$ cat src/rtl/sw_rxbuf_pkg.sv
// rtl/sw_rxbuf_pkg.sv - shared types and defaults for the RX buffer read scheduler
package sw_rxbuf_pkg;
  localparam int FLOWS_DFLT      = 4;
  localparam int BLOCK_SIZE_DFLT = 64;
  localparam int CNT_WIDTH_DFLT  = $clog2(BLOCK_SIZE_DFLT) + 1;
  localparam int IFC_WIDTH       = $clog2(FLOWS_DFLT);
  localparam int STAT_WIDTH      = 32;

  typedef enum logic {
    IDLE  = 1'b0,
    GRANT = 1'b1
  } sched_state_e;
endpackage

$ cat src/rtl/sw_rxbuf_rr_pick.sv
// rtl/sw_rxbuf_rr_pick.sv - combinational round-robin pick starting at the pointer
module sw_rxbuf_rr_pick #(
  parameter int FLOWS = 4,
  parameter int IW    = $clog2(FLOWS)
) (
  input  logic [FLOWS-1:0] elig_i,
  input  logic [IW-1:0]    ptr_i,
  output logic [FLOWS-1:0] pick_o,
  output logic [IW-1:0]    pick_idx_o,
  output logic             any_o
);

  always_comb begin
    logic [IW-1:0] idx;
    logic          found;
    found      = 1'b0;
    idx        = '0;
    pick_idx_o = '0;
    // FLOWS is a power of two, so IW-bit addition wraps the scan for free
    for (int i = 0; i < FLOWS; i++) begin
      idx = ptr_i + IW'(i);
      if (!found && elig_i[idx]) begin
        found      = 1'b1;
        pick_idx_o = idx;
      end
    end
    pick_o = found ? (FLOWS'(1) << pick_idx_o) : '0;
    any_o  = found;
  end

endmodule

$ cat src/rtl/sw_rxbuf_rd_sched.sv
// rtl/sw_rxbuf_rd_sched.sv - packet-granular round-robin read scheduler; SW_RXBUF_SCHED_STAT_EN adds served-packet counters
module sw_rxbuf_rd_sched
  import sw_rxbuf_pkg::*;
#(
  parameter int FLOWS      = FLOWS_DFLT,
  parameter int BLOCK_SIZE = BLOCK_SIZE_DFLT,
  parameter int CNT_WIDTH  = $clog2(BLOCK_SIZE) + 1
) (
  input  logic                          CLK,
  input  logic                          RESET_N,
  input  logic [FLOWS-1:0]              FLOW_EN,
  input  logic [FLOWS-1:0]              PKT_DONE,
  input  logic                          RD_REQ,
  input  logic                          RD_EOP,
  output logic                          RD_VLD,
  output logic [FLOWS-1:0]              RD_GRANT,
  output logic [$clog2(FLOWS)-1:0]      RD_IFC,
  output logic [FLOWS*CNT_WIDTH-1:0]    PKT_CNT,
  output logic [FLOWS-1:0]              ERR,
  input  logic                          STAT_CLR,
  output logic [FLOWS*STAT_WIDTH-1:0]   STAT_PKTS
);

  localparam int IW = $clog2(FLOWS);

  sched_state_e         state_q, state_d;
  logic [FLOWS-1:0]     grant_q, grant_d;
  logic [IW-1:0]        ifc_q, ifc_d;
  logic [IW-1:0]        ptr_q, ptr_d;
  logic [CNT_WIDTH-1:0] cnt_q [FLOWS];
  logic [FLOWS-1:0]     err_q;
  logic [FLOWS-1:0]     elig;
  logic [FLOWS-1:0]     pick;
  logic [IW-1:0]        pick_idx;
  logic                 pick_any;
  logic                 eop_fire;

  always_comb begin
    for (int i = 0; i < FLOWS; i++) begin
      elig[i] = FLOW_EN[i] && (cnt_q[i] != '0);
    end
  end

  sw_rxbuf_rr_pick #(.FLOWS(FLOWS), .IW(IW)) u_pick (
    .elig_i     (elig),
    .ptr_i      (ptr_q),
    .pick_o     (pick),
    .pick_idx_o (pick_idx),
    .any_o      (pick_any)
  );

  assign eop_fire = (state_q == GRANT) && RD_EOP;

  always_comb begin
    state_d = state_q;
    grant_d = grant_q;
    ifc_d   = ifc_q;
    ptr_d   = ptr_q;
    case (state_q)
      IDLE: begin
        if (RD_REQ && pick_any) begin
          grant_d = pick;
          ifc_d   = pick_idx;
          state_d = GRANT;
        end
      end
      GRANT: begin
        if (RD_EOP) begin
          ptr_d   = ifc_q + IW'(1);
          grant_d = '0;
          ifc_d   = '0;
          state_d = IDLE;
        end
      end
      default: state_d = IDLE;
    endcase
  end

  always_ff @(posedge CLK or negedge RESET_N) begin
    if (!RESET_N) begin
      state_q <= IDLE;
      grant_q <= '0;
      ifc_q   <= '0;
      ptr_q   <= '0;
    end else begin
      state_q <= state_d;
      grant_q <= grant_d;
      ifc_q   <= ifc_d;
      ptr_q   <= ptr_d;
    end
  end

  // A completion and a drain on the same flow in one cycle cancel out
  always_ff @(posedge CLK or negedge RESET_N) begin
    if (!RESET_N) begin
      cnt_q <= '{default: '0};
      err_q <= '0;
    end else begin
      for (int i = 0; i < FLOWS; i++) begin
        if (PKT_DONE[i] && !(eop_fire && ifc_q == IW'(i))) begin
          if (cnt_q[i] == CNT_WIDTH'(BLOCK_SIZE)) begin
            err_q[i] <= 1'b1;
          end else begin
            cnt_q[i] <= cnt_q[i] + CNT_WIDTH'(1);
          end
        end else if (!PKT_DONE[i] && eop_fire && ifc_q == IW'(i)) begin
          cnt_q[i] <= cnt_q[i] - CNT_WIDTH'(1);
        end
      end
    end
  end

  for (genvar g = 0; g < FLOWS; g++) begin : g_cnt_out
    assign PKT_CNT[g*CNT_WIDTH +: CNT_WIDTH] = cnt_q[g];
  end

  assign RD_VLD   = (state_q == GRANT);
  assign RD_GRANT = grant_q;
  assign RD_IFC   = ifc_q;
  assign ERR      = err_q;

`ifdef SW_RXBUF_SCHED_STAT_EN
  logic [STAT_WIDTH-1:0] stat_q [FLOWS];

  always_ff @(posedge CLK or negedge RESET_N) begin
    if (!RESET_N) begin
      stat_q <= '{default: '0};
    end else if (STAT_CLR) begin
      stat_q <= '{default: '0};
    end else if (eop_fire) begin
      stat_q[ifc_q] <= stat_q[ifc_q] + STAT_WIDTH'(1);
    end
  end

  for (genvar g = 0; g < FLOWS; g++) begin : g_stat_out
    assign STAT_PKTS[g*STAT_WIDTH +: STAT_WIDTH] = stat_q[g];
  end
`else
  logic unused_stat_clr;
  assign unused_stat_clr = STAT_CLR;
  assign STAT_PKTS       = '0;
`endif

endmodule

$ cat config.mk
export PLATFORM = sky130hd
export DESIGN_NAME = sw_rxbuf_rd_sched
export DESIGN_NICKNAME = d
export VERILOG_FILES = /design/src/rtl/sw_rxbuf_pkg.sv /design/src/rtl/sw_rxbuf_rr_pick.sv /design/src/rtl/sw_rxbuf_rd_sched.sv
export SDC_FILE = /design/constraint.sdc
export NUM_CORES = 1
export LEC_CHECK = 0
export CORE_MARGIN = 5
export CORE_UTILIZATION = 38
export CTS_BUF_LIST = sky130_fd_sc_hd__clkbuf_8
export CTS_CLUSTER_DIAMETER = 50
export DETAILED_ROUTE_END_ITERATION = 7
export PLACE_DENSITY = 0.79
export SYNTH_ARGS = -nofsm -noshare
export SYNTH_HDL_FRONTEND = slang
export SYNTH_SLANG_ARGS = --single-unit
$ cat constraint.sdc
create_clock -name CLK -period 2.37 [get_ports CLK]
set_input_delay 0.474 -clock CLK [delete_from_list [all_inputs] [get_ports CLK]]
set_output_delay 0.474 -clock CLK [all_outputs]
set_load 0.02 [all_outputs]
# == Word level (Yosys, flattened, before mapping) ==
# Cells that the tools add are included.
# totals
mem_bits_rw,0
ff_bits,41
rom_bits,0
latch_bits,0
in_bits,13
n_memories,0
# op_classes
n_eq_ne,13
n_addsub,12
shift,1
reduce_logical,55
n_bitwise,1
muxes,38
n_lt_le_gt_ge,4
mul,0
div,0
# op_table
cell,count
two-way mux 7 bit,12
adder 7 x 1 -> 7 bit (second input constant),4
equality test 7 bit (second input constant),4
nonzero test 7 bit,4
subtractor 7 x 1 -> 7 bit (second input constant),4
logical AND 1 bit,25
AND reduction 2 bit,10
less-than comparator 2 x 3 -> 1 bit (second input constant),4
two-way mux 2 bit,6
two-way mux 4 bit,3
!= test 2 bit (second input constant),6
logical NOT 1 bit,11
two-way mux 1 bit,10
binary-select mux 1 bit (select 2 bit),4
one-hot mux 4 bit (2 select lines),1
nonzero test 2 bit,4
adder 2 x 1 -> 2 bit (second input constant),2
adder 2 bit (second input constant),2
equality test 2 bit (second input constant),2
one-hot mux 2 bit (2 select lines),1
<< shifter 1 x 2 -> 4 bit (first input constant),1
equality test 2 x 1 -> 1 bit (second input constant),1
logical NOT 2 bit,1
one-hot mux 1 bit (2 select lines),1
NOT 1 bit,1

# == Longest topological paths before layout ==
# logic_depth
ltp_word,18
depth_mapped,12
ltp_nobuf,12

# == Hierarchy ==
# A second synthesis with hierarchy kept.
# hier_totals
hier_cells,444
area_unflattened_um2,3917.5
# modules_own_cells
mod,cells_per_inst,n_inst,area_each_um2
sw_rxbuf_rd_sched,411,1,3706.1
sw_rxbuf_rr_pick,33,1,211.5

# == Worst setup path after synthesis ==
# OpenSTA, ideal clock, no wires.
# synth_timing
kind,register -> register
start,register ifc_q[0] (netlist: RD_IFC[0])
end,register cnt_q (netlist bit PKT_CNT[20])
setup_time_ns,0.079
period_less_slack_ns,2.574
t_required_ns,2.291
path_buffers,0
path_stages_with_launch,13
arrival_time_ns,2.495
setup_slack_ns,-0.204
path_cell_list,dfrtp_1 inv_1 ha_1 nand3_1 and2_1 inv_1 fa_1 a21o_1 a21oi_1 nand2b_1 a21oi_1 mux2_2 mux2i_1
# synth_via
elab_chain_cells,6
# synth_lines
element,line_no,text
start: declaration,sw_rxbuf_rd_sched.sv:28,"logic [IW-1:0] ifc_q, ifc_d;"
start signal: assignment,sw_rxbuf_rd_sched.sv:88,ifc_q <= ifc_d;
equality test 2 bit (*),"sw_rxbuf_rd_sched.sv:100, sw_rxbuf_rd_sched.sv:106",
logical AND 1 bit,sw_rxbuf_rd_sched.sv:100,if (PKT_DONE[i] && !(eop_fire && ifc_q == IW'(i))) begin
logical NOT 1 bit,sw_rxbuf_rd_sched.sv:100,
logical AND 1 bit,sw_rxbuf_rd_sched.sv:100,
!= test 2 bit (no source line) or nonzero test 2 bit (tied branches),--,
AND reduction 2 bit (no source line),--,
end signal: indexed assignment,sw_rxbuf_rd_sched.sv:104,cnt_q[i] <= cnt_q[i] + CNT_WIDTH'(1);
end signal: indexed assignment,sw_rxbuf_rd_sched.sv:107,cnt_q[i] <= cnt_q[i] - CNT_WIDTH'(1);
end: declaration,sw_rxbuf_rd_sched.sv:30,logic [CNT_WIDTH-1:0] cnt_q [FLOWS];
# Mark *: on every way between the ends. The rest lies on a longest branch, timed or not.
# A chain may end at the register's enable or synchronous reset.

# == Worst setup path in the final report ==
# Ends and elaborated chain as after synthesis.

==> results.yml <==
timing:
  setup_tns_ps: 0
  min_period_ps: 2360
  drv_slew: 0
  finalHoldViolations: 0
  rsz0062_at_grt: "yes"
  clock_skew_ps: 6.99
  timing.final.crit_share_pct: 99.7
  finalSetupViolations: 0
  fmax_ghz: 0.423
routing:
  ant_nets: 0
  wl_mm: 7.85
  routedWlPerCell_um: 12.4
  drt_pass1_iterations: 4
  vias: 2662
  via_per_inst: 4.22
  drtIter0Drc: 47
  drc_errors: 0
synthesis:
  postSynth.asyncResetShare_pct: 100
  syn_area_um2: 3620
  ys.flop_type: "dfrtp_1"
  synth_top_cell_by_area: "dfrtp_1"
  synth_seq_cells: 41
  synth-edff-count: 0
  postSynthCellCount: 391
  synth_area_leaders: "dfrtp_1 (28%), buf_4 (27%), ha_1 (8.3%)"
  avgSynthCellArea_um2: 9.26
  synth_most_common_cell: "buf_4"
  yosys.cell_types.count: 43
  seq_area_frac_synth_pct: 28.3
  synthDominantCellAreaShare_pct: 28.3
  synth_common_cells: "buf_4 (129), dfrtp_1 (41), ha_1 (24)"
  yosysWarnings: 0
power_and_ir_drop:
  power.switching_mw: 2.51
  seq_power_share_pct: 25.3
  vdd_ir_drop_max_mv: 0.684
  power_frac_comb_pct: 65.7
  swShare_pct: 43.7
  clockPowerShare_pct: 9.0
  leakagePower_nw: 2.15
  intPower_mw: 3.24
  power_density_nw_per_um2: 1290
floorplanning:
  core_um2: 9280
  die_x_um: 108
  die_h_um: 108
  dieArea_um2: 11600
  ioPinCount: 180
  start_util_pct: 39.0
  std_cell_rows: 35
final_layout:
  post-route-util_pct: 48.1
  syn_to_final_growth_pct: 23.5
  diodes: 0
  instances_no_fill: 631
  fin_nets: 542
  drive_gt1_share_pct: 23.5
setup_path:
  cp-start-kind: "flop"
  crit_type: "reg -> reg"
  ff2ff_setup_slack_ps: 8
  end_kind: "flop"
  cp_max_fo: 5
  cp.required_ps: 2590
  cp.arrival_ps: 2590
placed_design:
  hpwl_mm: 6.35
  portBuffers: 50
  post-place-cells: 617
  gp_congestion: 0.858
cts:
  clock-sinks: 41
  hold_buffers: 0
  path_clk_slew_ps: 80
  htree_levels: 2
  clk_path_buf_depth: 2
  clkLatencyLatePin_ps: 300
  cts_inserted_buffers: 5
  tritoncts: "done"
  clock-root-buffer: "clkbuf_8"
grt:
  antenna_found_initial: 0
  grt_max_degree: 17
  grt_pass1_wl_mm: 12.0
  grt_overflow: 0
  grt_pass1_vias: 2600
  grtUsageTotal_pct: 12.8
min_path:
  hold_class: "in -> async"
job:
  cap_viol_max_count: 0
outcome:
  outcome: "finished, final reports clean"
-- worst paths after layout --
kind | startpoint | to | cells past startpoint
max | RD_IFC[0]$_DFFE_PN0P_ | PKT_CNT[20]$_DFFE_PN0P_ | 12
min | RESET_N | PKT_CNT[18]$_DFFE_PN0P_ | 1
max reg2reg | RD_IFC[0]$_DFFE_PN0P_ | PKT_CNT[20]$_DFFE_PN0P_ | 12
min reg2reg | ERR[3]$_DFFE_PN0P_ | ERR[3]$_DFFE_PN0P_ | 1
max in group asynchronous | RESET_N | RD_IFC[1]$_DFFE_PN0P_ | 2
min in group CLK | ERR[3]$_DFFE_PN0P_ | ERR[3]$_DFFE_PN0P_ | 1
-- layout make-up --
| cell class | count | area, um^2 |
|---|---|---|
| clock inverters | 1 | 5.00 |
| multi-input cells | 334 | 2210 |
| clock buffers | 7 | 96.3 |
| well taps | 129 | 161 |
| fillers | 891 | 4810 |
| repair buffers | 106 | 918 |
| inverters | 13 | 53.8 |
| flip-flops and latches | 41 | 1030 |
-- registers in the layout (all words and copies together), names as in the netlist --
signal	flops
RD_VLD	1
RD_IFC	2
ERR	4
RD_GRANT	4
ptr_q	2
PKT_CNT	28
-- kinds of logic (layout without fill, tap and decap cells) --
group / Yosys count / count (layout) / share of synthesized area, %
adder cells (fa/ha/maj): 28 / 28 / 10.5
buffers and inverters: 143 / 127 / 28.2
AND/OR/NAND/NOR: 65 / 65 / 8.54
XOR/XNOR: 23 / 23 / 5.57
flip-flops: 41 / 41 / 28.3
multiplexers: 15 / 15 / 4.70
other: 1 / 128 / 0.104
AO/OA/AOI/OAI: 75 / 75 / 14.0
-- metrics by stage --
stage / total power, mW / hold WS [ps] / setup WS, ps / cell area, um^2
CTS: 5.62 / 68.7 / -2.60 / 4350
floorplan: 3.62 / 178 / -9.21 / 4120
global placement: 4.82 / 385 / -331 / 4180
global route: 6.21 / 70.8 / -124 / 4470
detailed placement: 4.98 / 393 / -445 / 4180
finish: 5.75 / 51.8 / 7.83 / 4470
-- layer usage --
layer / up-vias / GRT usage, % / routed length (um) / share of wire, %
li1: 1288 / - / - / -
met1: 1271 / 15.4 / 3070 / 39
met2: 92 / 22.6 / 4120 / 52
met3: 11 / 2.88 / 545 / 6.9
met4: 0 / 4.06 / 120 / 1.5
met5: - / 0 / 0 / 0
-- placed cells by master, fill, tap and decap left out, types with 3 or more instances in the layout --
cell               n
xor2_1             7
xnor2_1           16
nand2_1           15
mux2i_1            5
a21oi_1           14
o31ai_1            4
o21ai_1            8
a21o_1             5
nand3_2            3
conb_1           128
o21ai_0           10
o21bai_1          10
nand3_1           11
mux2_2             6
mux2_4             3
clkbuf_8           7
a21oi_2           11
clkdlybuf4s50_1   48
fa_2               3
buf_4             55
inv_1              9
nor2_1            20
ha_1              20
dfrtp_1           39
-- power groups by stage --
stage	logic, mW	registers (mW)	clock network, mW
finish	3.77	1.46	0.517
global route	4.13	1.52	0.563
CTS	3.64	1.44	0.534
detailed placement	3.53	1.45	0
global placement	3.40	1.42	0
floorplan	1.85	1.77	0
-- worst max-delay path, cell delays in order, from the launching register on --
cell and delay [ps]:
dfrtp_2 420, inv_2 50, ha_2 180, nand3_2 70, and2_4 160, inv_4 50, fa_2 340, a21o_1 200
a21oi_2 200, nand2b_4 160, a21oi_2 60, mux2_2 270, mux2i_1 140
-- repair_timing --
action	in CTS	in global routing
resized for setup	7	31
pin swaps	4	21
setup endpoints to repair	4	16
buffers inserted	5	1
No activity file was read; power rests on OpenSTA's default activity.
